[config.mk]
export PLATFORM = sky130hd
export DESIGN_NAME = bin_to_bcd_seq
export DESIGN_NICKNAME = d
export VERILOG_FILES = /design/src/rtl/bin_to_bcd_seq_pkg.sv /design/src/rtl/bin_to_bcd_seq_bcd_add3.sv /design/src/rtl/bin_to_bcd_seq.sv
export SDC_FILE = /design/constraint.sdc
export NUM_CORES = 1
export LEC_CHECK = 0
export ABC_AREA = 1
export BUFFER_PORTS_ARGS = -buffer_cell sky130_fd_sc_hd__buf_2
export CORE_MARGIN = 3
export CORE_UTILIZATION = 45
export CTS_CLUSTER_DIAMETER = 30
export CTS_CLUSTER_SIZE = 28
export DETAILED_ROUTE_END_ITERATION = 10
export PLACE_DENSITY = 0.66
export SLEW_MARGIN = 40
export SYNTH_ARGS = -nofsm -noshare
export SYNTH_HDL_FRONTEND = slang
export SYNTH_HIERARCHICAL = 1
export SYNTH_SLANG_ARGS = --single-unit
[constraint.sdc]
create_clock -name clk -period 2.23 [get_ports clk]
set_input_delay 0 -clock clk [delete_from_list [all_inputs] [get_ports clk]]
set_output_delay 0 -clock clk [all_outputs]
set_load 0.01 [all_outputs]
[src/rtl/bin_to_bcd_seq_pkg.sv]
// Shared constants and state encoding for the iterative binary-to-BCD converter.
package bin_to_bcd_seq_pkg;

  localparam int         BCD_DIGIT_W = 4;
  localparam logic [3:0] ADD3_THRESH = 4'd5;
  localparam logic [3:0] ADD3_VAL    = 4'd3;

  typedef enum logic {
    ST_IDLE  = 1'b0,
    ST_SHIFT = 1'b1
  } state_t;

endpackage

[src/rtl/bin_to_bcd_seq_bcd_add3.sv]
// Per-digit correction applied before each shift: digits of 5 or more get +3
// so that the following shift carries cleanly into the next decade.
module bcd_add3
  import bin_to_bcd_seq_pkg::*;
(
  input  logic [BCD_DIGIT_W-1:0] d,
  output logic [BCD_DIGIT_W-1:0] q
);

  assign q = (d >= ADD3_THRESH) ? d + ADD3_VAL : d;

endmodule

[src/rtl/bin_to_bcd_seq.sv]
// Shift-and-add-3 converter: one bit per clock, BIN_W clocks per conversion,
// result and overflow held until the next completed conversion.
module bin_to_bcd_seq
  import bin_to_bcd_seq_pkg::*;
#(
  parameter int BIN_W  = 10,
  parameter int DIGITS = 4
) (
  input  logic                          clk,
  input  logic                          rst,
  input  logic                          start,
  input  logic [BIN_W-1:0]              bin_in,
  output logic                          busy,
  output logic                          done,
  output logic [BCD_DIGIT_W*DIGITS-1:0] bcd_out,
  output logic                          overflow
);

  localparam int WORK_W = BCD_DIGIT_W * DIGITS;
  localparam int CNT_W  = $clog2(BIN_W + 1);

  state_t             state;
  logic [BIN_W-1:0]   bin_reg;
  logic [WORK_W-1:0]  work;
  logic [WORK_W-1:0]  work_adj;
  logic [WORK_W-1:0]  work_next;
  logic               carry_out;
  logic               ovf_sticky;
  logic [CNT_W-1:0]   cnt;

  for (genvar i = 0; i < DIGITS; i++) begin : g_digit
    bcd_add3 u_add3 (
      .d (work[BCD_DIGIT_W*i +: BCD_DIGIT_W]),
      .q (work_adj[BCD_DIGIT_W*i +: BCD_DIGIT_W])
    );
  end

  // Bits pushed out of the top digit are dropped; the sticky bit records them.
  assign {carry_out, work_next} = {work_adj, bin_reg[BIN_W-1]};

  always_ff @(posedge clk) begin
    if (rst) begin
      state      <= ST_IDLE;
      busy       <= 1'b0;
      done       <= 1'b0;
      bcd_out    <= '0;
      overflow   <= 1'b0;
      cnt        <= '0;
      bin_reg    <= '0;
      work       <= '0;
      ovf_sticky <= 1'b0;
    end else begin
      done <= 1'b0;
      case (state)
        ST_IDLE: begin
          if (start) begin
            bin_reg    <= bin_in;
            work       <= '0;
            ovf_sticky <= 1'b0;
            cnt        <= CNT_W'(BIN_W);
            busy       <= 1'b1;
            state      <= ST_SHIFT;
          end
        end
        ST_SHIFT: begin
          work       <= work_next;
          bin_reg    <= bin_reg << 1;
          ovf_sticky <= ovf_sticky | carry_out;
          cnt        <= cnt - 1'b1;
          if (cnt == CNT_W'(1)) begin
            bcd_out  <= work_next;
            overflow <= ovf_sticky | carry_out;
            done     <= 1'b1;
            busy     <= 1'b0;
            state    <= ST_IDLE;
          end
        end
        default: state <= ST_IDLE;
      endcase
    end
  end

endmodule

# Word-level counts from Yosys, hierarchy flattened
# Index checks and enable logic that the tools add are counted.
# word_totals
ff_bits,51
input_bits,13
output_inout_bits,19
word_cells,45
# op_classes
addsub,5
magnitude_cmp,4
eq_ne,3
muxes,19
n_bitwise,2
reduce_logical,3
# op_table
operator,n
one-hot mux 16 bit (2 select lines),1
two-way mux 4 bit,5
one-hot mux 10 bit (2 select lines),1
"adder 4 x 2 -> 4 bit, second input constant",4
">= comparator 4 x 3 -> 1 bit, second input constant",4
two-way mux 16 bit,1
two-way mux 10 bit,1
one-hot mux 4 bit (2 select lines),1
two-way mux 1 bit,6
one-hot mux 1 bit (2 select lines),3
"equality test 4 x 1 -> 1 bit, second input constant",1
AND reduction 2 bit,2
"subtractor 4 x 1 -> 4 bit, second input constant",1
"inequality test 2 x 1 -> 1 bit, second input constant",1
"inequality test 2 bit, second input constant",1
OR reduction 2 bit,1
inverter 1 bit,1
OR 1 bit,1

# Longest topological paths before layout
# Gate-level depths: netlist of run 1.
# logic_depth
ltp_word,4
ltp_mapped,9
mapped_depth_nobuf,9

# Modules after synthesis
# Netlist of run 1, hierarchy kept.
# by_module_without_submodules
module,instances,cells_per_inst,area_per_inst_um2,seq_area_each_um2
bin_to_bcd_seq,1,263,1949.4,1021.0
bcd_add3,4,23,135.1,0.0

# Worst setup path before layout of run 1
# Ideal clock, no wire load.
# synth_path
path_kind,reg-to-reg
startpoint,register work[13]
endpoint,register overflow
setup_ns,0.123
arrival_ns,1.112
t_required_ns,2.107
setup_slack_ns,0.995
stages_incl_launch_ff,9
path_buffers,0
period_less_slack_ns,1.235
path_cell_list,dfxtp_1 -> inv_1 -> ha_1 -> nand2_1 -> nand2_2 -> nor2_4 -> a21oi_2 -> o21ai_0 -> a21oi_1
# synth_via
elab_chain_cells,3
elab_cells_between_ends,4
classes_between,add/sub (1); order compare (1); mux (1); bitwise (1)
# synth_rtl
element,line_no,rtl
from (decl),bin_to_bcd_seq.sv:24,logic [WORK_W-1:0] work;
from (signal assigned),bin_to_bcd_seq.sv:66,work <= work_next;
adder 4 x 2 -> 4 bit / >= comparator 4 x 3 -> 1 bit (equally long branches),bin_to_bcd_seq_bcd_add3.sv:10,assign q = (d >= ADD3_THRESH) ? d + ADD3_VAL : d;
two-way mux 4 bit (*),bin_to_bcd_seq_bcd_add3.sv:10,
named net carry_out,bin_to_bcd_seq.sv:27,logic carry_out;
OR 1 bit (*),bin_to_bcd_seq.sv:72,overflow <= ovf_sticky | carry_out;
to (signal assigned),bin_to_bcd_seq.sv:72,
to (decl),bin_to_bcd_seq.sv:16,output logic overflow
# The timed path passes the listed nets; every way through them passes the cells marked *.
# A chain may end at the register's enable or synchronous reset.

# Worst setup path after layout of run 1
# layout_path
startpoint,register state
endpoint,register bcd_out[4]
# layout_via
elab_chain_cells,1
# layout_rtl
element,line_no,rtl
from (decl),bin_to_bcd_seq.sv:22,state_t state;
from (signal assigned),bin_to_bcd_seq.sv:43,state <= ST_IDLE;
from (signal assigned),bin_to_bcd_seq.sv:62,state <= ST_SHIFT;
from (signal assigned),bin_to_bcd_seq.sv:75,state <= ST_IDLE;
AND reduction 2 bit (no source line),-,
to (signal assigned),bin_to_bcd_seq.sv:71,bcd_out <= work_next;
to (decl),bin_to_bcd_seq.sv:15,"output logic [BCD_DIGIT_W*DIGITS-1:0] bcd_out,"
# Every way passes these cells.

==> out/qor.csv, run 1 <==
stage,metric,value,unit
yosys,synthCells,355,
timing,fin_hold_ws,0.0588,ns
cts,tritoncts,done,
yosys,async_flop_share,0,
worst_hold_path,worstHoldPathCells,4,
global_route,grt_pass1_wl,8420,um
cts,root_buffer,clkbuf_8,
timing,slew_headroom,0.564,
timing,tightest_slew,0.651,ns
timing,setup_violations,0,
floorplan,dieArea,0.00646,mm^2
power_and_ir_drop,power_density,605,mW/mm^2
power_and_ir_drop,swShare,0.240,
yosys,post-synth-top-count-cell,nand2_1,
yosys,synth_edf_count,0,
power_and_ir_drop,power.switching,0.417,mW
power_and_ir_drop,p_leak,1.34,nW
route,wirelength,4740,um
finish,drive_gt1_frac,0.186,
cts,cts.path.max_buffers,2,
timing,setup_tns,0,ns
timing,rsz0062_at_grt,no,
global_route,grt_overflow_total,0,
worst_setup_path,r2r-start,state,
yosys,synth_area_leaders,"dfxtp_1 (41%), nand2_1 (23%), ha_1 (5.0%)",
route,drtAntennaViolNets,0,
yosys,yosysUniqueCellTypes,18,
route,vias_per_cell,4.56,
finish,area_growth,15.4,%
worst_setup_path,arrival,1.76,ns
placed_design,gp_congestion,0.824,
yosys,synthFlopType,dfxtp_1,
power_and_ir_drop,p_comb_frac,0.080,
outcome,status,finished clean,
worst_hold_path,min-delay-start,start,
finish,final_nets,415,
global_route,grt_max_degree,28,
route,drt_first_pass_iters,4,
power_and_ir_drop,sequentialPowerShare,0.548,
yosys,syn_avg_cell_area,7.01,um^2
cts,ctsHtreeMaxLevel,2,
worst_setup_path,reg2reg_slack,0.69,ns
placed_design,dp_hpwl,3230,um
floorplan,core,0.00524,mm^2
yosys,yosysWarnings,6,
power_and_ir_drop,ir_drop,402,uV
cts,post-cts-setup-buffer-count,0,
cts,clock_latency,0.31,ns
cts,cts_resized,0,
timing,hold_viol,0,
finish,n_antenna_cell,0,
route,drc,0,
flow_run,maxCapViolations,0,
floorplan,initial_core_util,0.475,
route,vias,2113,
timing,finalCritPeriodShare,0.692,
yosys,synth_area,0.00249,mm^2
route,drtIter0Drc,73,
worst_setup_path,end_kind,flop,
placed_design,port_buffers,31,
floorplan,die_height,80.4,um
worst_setup_path,reg2regPathDepth,5,
worst_setup_path,setup.worst_path.start_class,flop,
yosys,ys_ff_latch,51,
worst_setup_path,crit_fanout,17,
cts,cts_buffers,5,
timing,slew_viol_final,0,
route,wl_per_cell,10.2,um
yosys,synth_top_area_share,0.410,
timing,fin_skew,0.00576,ns
floorplan,fp.dieW,80.4,um
global_route,grt.total_usage,0.163,
yosys,seq_area_frac_synth,0.410,
global_route,grt_pass1_vias,2000,
yosys,synth_common_cells,"nand2_1 (155), dfxtp_1 (51), inv_1 (26)",
cts,clkSlewWorstSetupHoldPaths,0.09,ns
worst_setup_path,cp.required,2.44,ns
worst_setup_path,crit_path_start,state,
global_route,antenna_found_initial,0,
yosys,yosysTopAreaCell,dfxtp_1,
finish,fillers,541,
cts,cts_hold_buf,10,
worst_hold_path,hp-class,input pin to flop,
worst_setup_path,path_class,flop to flop,
timing,fmax,648,MHz
timing,period_minus_slack,1.54,ns
floorplan,io_pins,32,
yosys,syn_nets,378,
cts,clkSinkCount,51,
power_and_ir_drop,clkPwrFrac,0.371,
power_and_ir_drop,intPower,1.32,mW
floorplan,row_count,26,
-- worst max-delay path, stage by stage, from the launching register on --
cell     delay [ns]
dfxtp_1        0.73
nand2_1        0.21
nor2_2         0.24
nor2_4         0.12
nand2_1        0.10
nand2_1        0.05
-- path summary, 6_finish.rpt --
kind | end
setup reg to reg | bcd_out[4]
setup / recovery | bcd_out[4]
hold / removal | cnt[2]
hold reg to reg | bcd_out[14]
-- layout make-up --
class | count | area, um^2 | area share
Timing Repair Buffer | 42 | 263 | 0.0914
Inverter | 33 | 124 | 0.0431
Sequential cell | 51 | 1020 | 0.355
Clock buffer | 5 | 68.8 | 0.0239
Tap cell | 70 | 87.6 | 0.0305
Multi-Input combinational cell | 259 | 1270 | 0.441
Clock inverter | 3 | 43.8 | 0.0152
-- stage by stage --
step	setup slack (ns)	power, mW	area (um^2)	cells	utilization
global placement	0.713	1.10	2660	445	0.508
CTS	0.693	1.76	2870	463	0.549
finish	0.687	1.74	2870	463	0.549
global route	0.504	1.82	2870	463	0.549
detailed placement	0.710	1.10	2660	445	0.508
floorplan	0.995	1.07	2490	355	-
-- layer usage --
layer  vias up  share of wire  global-route usage
met4         0          0.019              0.0760
met5         -              0                   0
met2        38           0.45               0.272
met3         9          0.045              0.0348
met1       905           0.49               0.201
li1       1161              -                   -
-- placed cells by master, fill, tap and decap left out, types with 4 or more instances in the layout --
cell             n
ha_1            10
buf_2           31
nand2_1        155
a21oi_2          4
a21oi_1         22
inv_1           26
clkbuf_8         5
dlygate4sd3_1   10
nand3_1         13
nor2_1          22
nor2_4          10
o21ai_0         11
dfxtp_1         51
inv_2            7
nand2_2          5
o21ai_2          4
-- cells by family (layout without fill, tap and decap cells) --
logic type	count (synthesis)	in the layout	share of synthesized area
AOI/OAI and AO/OA	41	41	0.0945
adders and majority gates	10	10	0.0503
buffers and inverters	45	83	0.0814
and+or+nand+nor	208	208	0.364
DFF	51	51	0.410
-- power groups by stage --
| stage | Combinational [mW] | Sequential (mW) | Clock, mW |
|---|---|---|---|
| 4_1_cts | 0.143 | 0.953 | 0.662 |
| 3_3_place_gp | 0.128 | 0.974 | 0 |
| 3_5_place_dp | 0.129 | 0.974 | 0 |
| 6_report | 0.140 | 0.953 | 0.645 |
| 2_1_floorplan | 0.109 | 0.965 | 0 |
| 5_1_grt | 0.164 | 0.957 | 0.700 |
(Power assumes the default switching activity.)
==> run 2: changes to the inputs <==
--- a/config.mk
+++ b/config.mk
@@ -12,7 +12,7 @@
 export CTS_CLUSTER_DIAMETER = 30
 export CTS_CLUSTER_SIZE = 28
 export DETAILED_ROUTE_END_ITERATION = 10
-export PLACE_DENSITY = 0.66
+export PLACE_DENSITY = 0.68
 export SLEW_MARGIN = 40
 export SYNTH_ARGS = -nofsm -noshare
 export SYNTH_HDL_FRONTEND = slang
==> constraint.sdc (replaced) <==
create_clock -name clk -period 1.3 [get_ports clk]
set_input_delay 0 -clock clk [delete_from_list [all_inputs] [get_ports clk]]
set_output_delay 0 -clock clk [all_outputs]
set_load 0.01 [all_outputs]
==> run 2 against run 1 <==
Against the previous run:
- final cell count grew 4.5%
- non-clock buffer count is 20 higher
- count of clock-buffer cells in the layout is 3 higher
- critical path type unchanged
- largest cell class unchanged
- largest power group unchanged
- highest routed layer unchanged
==> out/qor.csv, run 2 (synthesis results as in run 1) <==
stage,metric,value,unit
floorplan,dieArea,0.00646,mm^2
worst_setup_path,end_kind,flop,
finish,area_growth,30.4,%
worst_setup_path,cp.required,1.54,ns
cts,root_buffer,clkbuf_8,
timing,slew_viol_final,0,
worst_setup_path,reg2regPathDepth,9,
finish,final_common_cell,nand2_1,
timing,fin_hold_ws,0.0706,ns
worst_setup_path,arrival,1.52,ns
floorplan,fp.dieW,80.4,um
global_route,grt_overflow_total,0,
power_and_ir_drop,power_density,906,mW/mm^2
placed_design,dp_hpwl,3660,um
cts,clkSinkCount,51,
timing,setup_violations,0,
cts,cts_buffers,5,
cts,tritoncts,done,
finish,final_nets,436,
power_and_ir_drop,ir_drop,657,uV
cts,clock_latency,0.29,ns
finish,fin_util,0.620,
timing,fin_skew,0.00496,ns
floorplan,row_count,26,
route,drtAntennaViolNets,0,
global_route,grt_pass1_wl,9360,um
timing,fmax,777,MHz
floorplan,core,0.00524,mm^2
timing,slew_headroom,0.712,
timing,hold_viol,0,
timing,rsz0062_at_grt,yes,
worst_hold_path,worstHoldPathCells,4,
finish,fillers,496,
worst_setup_path,worst_r2r_endpoint,work[14],
cts,ctsHtreeMaxLevel,2,
finish,drive_gt1_frac,0.353,
power_and_ir_drop,p_leak,1.48,nW
finish,final_cell_mix,"nand2_1 (140), dfxtp_1 (40), buf_2 (31), nand2_2 (19), buf_4 (19)",
route,wl_per_cell,11.7,um
route,drtIter0Drc,93,
global_route,grt_max_degree,24,
global_route,antenna_found_initial,0,
worst_hold_path,hp-class,input pin to flop,
worst_hold_path,hold_path_end,cnt[2],
worst_hold_path,min-delay-start,start,
cts,cts.path.max_buffers,2,
placed_design,gp_congestion,0.812,
flow_run,maxCapViolations,0,
timing,tightest_slew,0.431,ns
cts,clkSlewWorstSetupHoldPaths,0.09,ns
route,vias,2294,
route,wirelength,5650,um
worst_setup_path,reg2reg_slack,0.01,ns
route,vias_per_cell,4.74,
floorplan,io_pins,32,
timing,finalCritPeriodShare,0.989,
worst_setup_path,r2r-start,work[13],
route,drc,0,
finish,n_antenna_cell,0,
worst_setup_path,crit_fanout,4,
route,drt_first_pass_iters,4,
floorplan,initial_core_util,0.475,
global_route,grt_pass1_vias,2143,
timing,period_minus_slack,1.29,ns
worst_setup_path,setup.worst_path.start_class,flop,
placed_design,port_buffers,31,
outcome,status,finished clean,
floorplan,die_height,80.4,um
worst_setup_path,path_class,flop to flop,
global_route,grt.total_usage,0.182,
==> run 2: cell count changes in the layout (fill, tap and decap cells not counted), moves of 4 or more <==
cell     before  now
buf_4         1   19
dfxtp_1      51   40
dfxtp_2       0    9
inv_1        26   18
a21oi_1      22   17
ha_1         10    1
nand2_2       5   19
a21oi_2       4    9
nand2_1     155  140
ha_4          0    7
nor2_1       22   18
inv_2         7   12
==> run 2: layer usage <==
metal | vias to the layer above | routed length (um) | global-route usage
met5 | - | 0 | 0
met4 | 0 | 25 | 0.0541
met3 | 2 | 252 | 0.0381
met2 | 43 | 2820 | 0.310
met1 | 1043 | 2560 | 0.232
li1 | 1206 | - | -
==> run 2: worst max path at each step <==
stage,startpoint,endpoint
3_5_place_dp,work[12],overflow
6_report,work[13],work[14]
5_1_grt,work[12],work[14]
2_1_floorplan,work[13],overflow
3_3_place_gp,work[12],overflow
4_1_cts,work[0],work[4]
==> run 2: stage by stage <==
step           setup TNS (ns)  cells  total power, mW  instance area (um^2)  setup WS, ns
2_1_floorplan               0    355             1.84                  2490        0.0651
3_3_place_gp                0    463             1.94                  2820       0.00877
3_5_place_dp          -0.0468    463             1.94                  2820       -0.0360
4_1_cts                     0    482             2.96                  3050       0.00284
5_1_grt                -0.494    484             3.08                  3250       -0.0816
6_report                    0    484             2.94                  3250        0.0137
==> run 2: layout make-up <==
cell class                      instances  area, um^2  share of cell area
Clock buffer                            8         100              0.0308
Inverter                               33         131              0.0405
Tap cell                               70        87.6              0.0270
Timing Repair Buffer                   62         438               0.135
Multi-Input combinational cell        260        1450               0.447
Sequential cell                        51        1040               0.320
==> run 2: timing repair <==
action                                  4_1_cts  5_1_grt
hold buffers                                 10        0
gates cloned                                  1        0
resized for setup                            10       60
endpoints found under the hold margin        10        0
endpoints found under the setup margin       14       44
pin swaps                                     6       35
buffers inserted                              0        2
==> run 2: critical path, stage by stage (launching register included) <==
cell and delay (ns):
dfxtp_2 0.34, inv_2 0.05, ha_2 0.16, nand2_2 0.06, nand2_2 0.08, nor2_4 0.17, nand2_1 0.09, o21ai_2 0.07
nand2_1 0.07, a21oi_1 0.13
==> run 2: where the power goes <==
part	switching [mW]	internal [mW]	leakage, nW
clock network	0.500	0.487	0.0515
registers	0.0293	1.60	0.419
logic	0.187	0.140	1.01
total	0.717	2.23	1.48
==> run 3: changes to the inputs <==
--- a/config.mk
+++ b/config.mk
@@ -7,14 +7,14 @@
 export LEC_CHECK = 0
 export ABC_AREA = 1
 export BUFFER_PORTS_ARGS = -buffer_cell sky130_fd_sc_hd__buf_2
-export CORE_MARGIN = 3
+export CORE_MARGIN = 5
 export CORE_UTILIZATION = 45
 export CTS_CLUSTER_DIAMETER = 30
 export CTS_CLUSTER_SIZE = 28
 export DETAILED_ROUTE_END_ITERATION = 10
+export HOLD_SLACK_MARGIN = 0.08
 export PLACE_DENSITY = 0.68
 export SLEW_MARGIN = 40
 export SYNTH_ARGS = -nofsm -noshare
 export SYNTH_HDL_FRONTEND = slang
-export SYNTH_HIERARCHICAL = 1
 export SYNTH_SLANG_ARGS = --single-unit
==> run 3 against run 2 <==
Against the previous run:
- register-to-register slack about the same
- core utilization decreased by 0.97 points
- flip-flop and latch count unchanged
- largest cell class unchanged
==> out/qor.csv, run 3 <==
stage,metric,value,unit
yosys,post-synth-top-count-cell,nand2_1,
yosys,yosysTopAreaCell,dfxtp_1,
floorplan,die_height,83.0,um
worst_setup_path,cp_num_buf_inv,3,
cts,cts_buffers,5,
route,drc,0,
worst_setup_path,slowest_delay,0.33,ns
worst_setup_path,path_cells,inv_2 > ha_4 > nand4_4 > inv_4 > nor2_8 > clkbuf_16 > nand2_2 > nand2_1,
global_route,grt_pass1_wl,8590,um
worst_setup_path,arrival,1.49,ns
worst_setup_path,crit_fanout,5,
yosys,synthCells,328,
worst_setup_path,setup.worst_path.start_class,flop,
yosys,synthFlopType,dfxtp_1,
yosys,syn_avg_cell_area,7.31,um^2
yosys,yosysUniqueCellTypes,22,
worst_setup_path,cp_slowest_cell,dfxtp_2,
timing,setup_violations,0,
floorplan,fp.dieW,83.0,um
timing,hold_viol,0,
timing,period_minus_slack,1.29,ns
cts,clock_latency,0.30,ns
timing,rsz0062_at_grt,yes,
cts,root_buffer,clkbuf_8,
route,vias_per_cell,4.99,
route,drtIter0Drc,86,
route,drt_first_pass_iters,4,
global_route,antenna_found_initial,0,
global_route,grt.total_usage,0.147,
outcome,status,finished clean,
placed_design,gp_congestion,0.803,
finish,final_common_cell,nand2_1,
finish,final_cells,451,
floorplan,row_count,26,
power_and_ir_drop,sequentialPowerShare,0.530,
route,drtAntennaViolNets,0,
yosys,synth_top_area_share,0.426,
worst_setup_path,critPathTopFamily,buffers and inverters,
cts,clkSinkCount,51,
floorplan,core,0.00514,mm^2
floorplan,io_pins,32,
yosys,async_flop_share,0,
yosys,synth_compound_area_frac,0.0976,
global_route,grt_max_degree,27,
yosys,ys_ff_latch,51,
power_and_ir_drop,p_comb_frac,0.100,
global_route,grt_overflow_total,0,
cts,ctsHtreeMaxLevel,2,
yosys,synth_area_leaders,"dfxtp_1 (43%), nand2_1 (19%), nand3_1 (7.1%)",
finish,drive_gt1_frac,0.320,
worst_setup_path,path_class,flop to flop,
route,wl_per_cell,12.1,um
placed_design,dp_hpwl,3340,um
floorplan,initial_core_util,0.466,
global_route,grt_pass1_vias,2017,
power_and_ir_drop,ir_drop,553,uV
cts,tritoncts,done,
cts,clkSlewWorstSetupHoldPaths,0.09,ns
timing,finalCritPeriodShare,0.992,
placed_design,port_buffers,31,
yosys,seq_area_frac_synth,0.426,
yosys,synthSimpleGateAreaFrac,0.324,
power_and_ir_drop,power_density,976,mW/mm^2
cts,cts.path.max_buffers,2,
placed_design,dp_worst_setup_slack,-0.0253,ns
finish,final_nets,403,
yosys,syn_nets,351,
yosys,synth_common_cells,"nand2_1 (121), dfxtp_1 (51), inv_1 (35)",
finish,area_growth,30.8,%
timing,slew_viol_final,0,
timing,slew_headroom,0.661,
finish,n_antenna_cell,0,
route,vias,2249,
power_and_ir_drop,swShare,0.232,
yosys,yosysWarnings,0,
power_and_ir_drop,power.switching,0.709,mW
placed_design,dp_cells,428,
finish,final_cell_mix,"nand2_1 (90), dfxtp_1 (42), buf_2 (31), nand3_1 (30), inv_1 (28)",
power_and_ir_drop,intPower,2.35,mW
yosys,yosys.area_share.adder,0.0522,
yosys,synth_xor_area_frac,0,
timing,finalWorstSetupSlack,0.00983,ns
timing,fin_skew,0.00633,ns
flow_run,maxCapViolations,0,
yosys,muxShareOfSynthArea,0,
timing,tightest_slew,0.509,ns
worst_setup_path,cp.required,1.50,ns
route,wirelength,5450,um
yosys,synth_edf_count,0,
yosys,synth_area,0.00240,mm^2
timing,fmax,775,MHz
yosys,synth_top_family_by_area,simple AND/OR/NAND/NOR gates,
power_and_ir_drop,p_leak,1.54,nW
floorplan,dieArea,0.00689,mm^2
worst_hold_path,hp-class,input pin to flop,
power_and_ir_drop,clkPwrFrac,0.369,
worst_setup_path,end_kind,flop,
run 3: cell types whose count changed after synthesis, sizes merged, moves of 3 or more:
cell / before / now
nand3: 13 / 34
a21oi: 26 / 21
a22oi: 0 / 6
nor2: 35 / 9
inv: 33 / 36
nand2: 160 / 121
nand4: 0 / 8
run 3: path summary, 6_finish.rpt:
check	start	end	slack (ns)	cells past startpoint
worst min-delay path	start	bin_reg[0]	0.15	5
worst min register to register	bcd_out[5]	bcd_out[5]	0.45	2
worst max-delay path	cnt[1]	bcd_out[13]	0.01	8
worst max register to register	cnt[1]	bcd_out[13]	0.01	8
run 3: worst reg2reg max path, stage by stage, from the launching register on:
cell and delay, ns:
dfxtp_2 0.33, inv_2 0.07, ha_4 0.14, nand4_4 0.19, inv_4 0.13, nor2_8 0.06
clkbuf_16 0.19, nand2_2 0.05, nand2_1 0.05
run 3: cell type report:
cell class	instances	area (um^2)
fillers	477	2000
clock inverters	2	35.0
flip-flops and latches	51	1030
inverters	37	141
multi-input cells	228	1330
repair buffers	57	422
clock buffers	6	82.6
well taps	70	87.6
run 3: what timing repair did:
item                                    in CTS  in global routing
gates resized for setup                      5                 70
hold buffers                                10                  0
hold endpoints to repair                    10                  0
pin swaps                                    0                 12
endpoints found under the setup margin       9                 42
setup buffers                                0                  3
cloned                                       0                  2
run 3: power by group through the flow:
| stage | registers [mW] | clock network (mW) | logic (mW) |
|---|---|---|---|
| 2_1_floorplan | 1.65 | 0 | 0.182 |
| 3_3_place_gp | 1.66 | 0 | 0.229 |
| 3_5_place_dp | 1.66 | 0 | 0.234 |
| 4_1_cts | 1.62 | 1.18 | 0.259 |
| 5_1_grt | 1.63 | 1.23 | 0.336 |
| 6_report | 1.62 | 1.13 | 0.307 |
run 3: layer usage:
metal	share of wire	track usage	vias up
li1	-	-	1152
met1	0.44	0.167	1035
met2	0.50	0.266	53
met3	0.046	0.0376	9
met4	0.012	0.0446	0
met5	0	0	-
run 3: metrics by stage:
| stage | utilization | area [um^2] | hold slack [ns] | total power, mW | TNS [ns] |
|---|---|---|---|---|---|
| 3_3_place_gp | 0.511 | 2630 | 0.251 | 1.89 | -0.0750 |
| 5_1_grt | 0.610 | 3140 | 0.158 | 3.20 | -0.443 |
| 4_1_cts | 0.556 | 2860 | 0.120 | 3.06 | 0 |
| 3_5_place_dp | 0.511 | 2630 | 0.261 | 1.89 | -0.0803 |
| 2_1_floorplan | - | 2400 | 0.142 | 1.83 | 0 |
| 6_report | 0.610 | 3140 | 0.148 | 3.06 | 0 |
run 3: kinds of logic after synthesis:
logic type                 after synthesis
DFF                                     51
AOI/OAI and AO/OA                       43
adders and majority gates               10
buffers and inverters                   50
and+or+nand+nor                        174
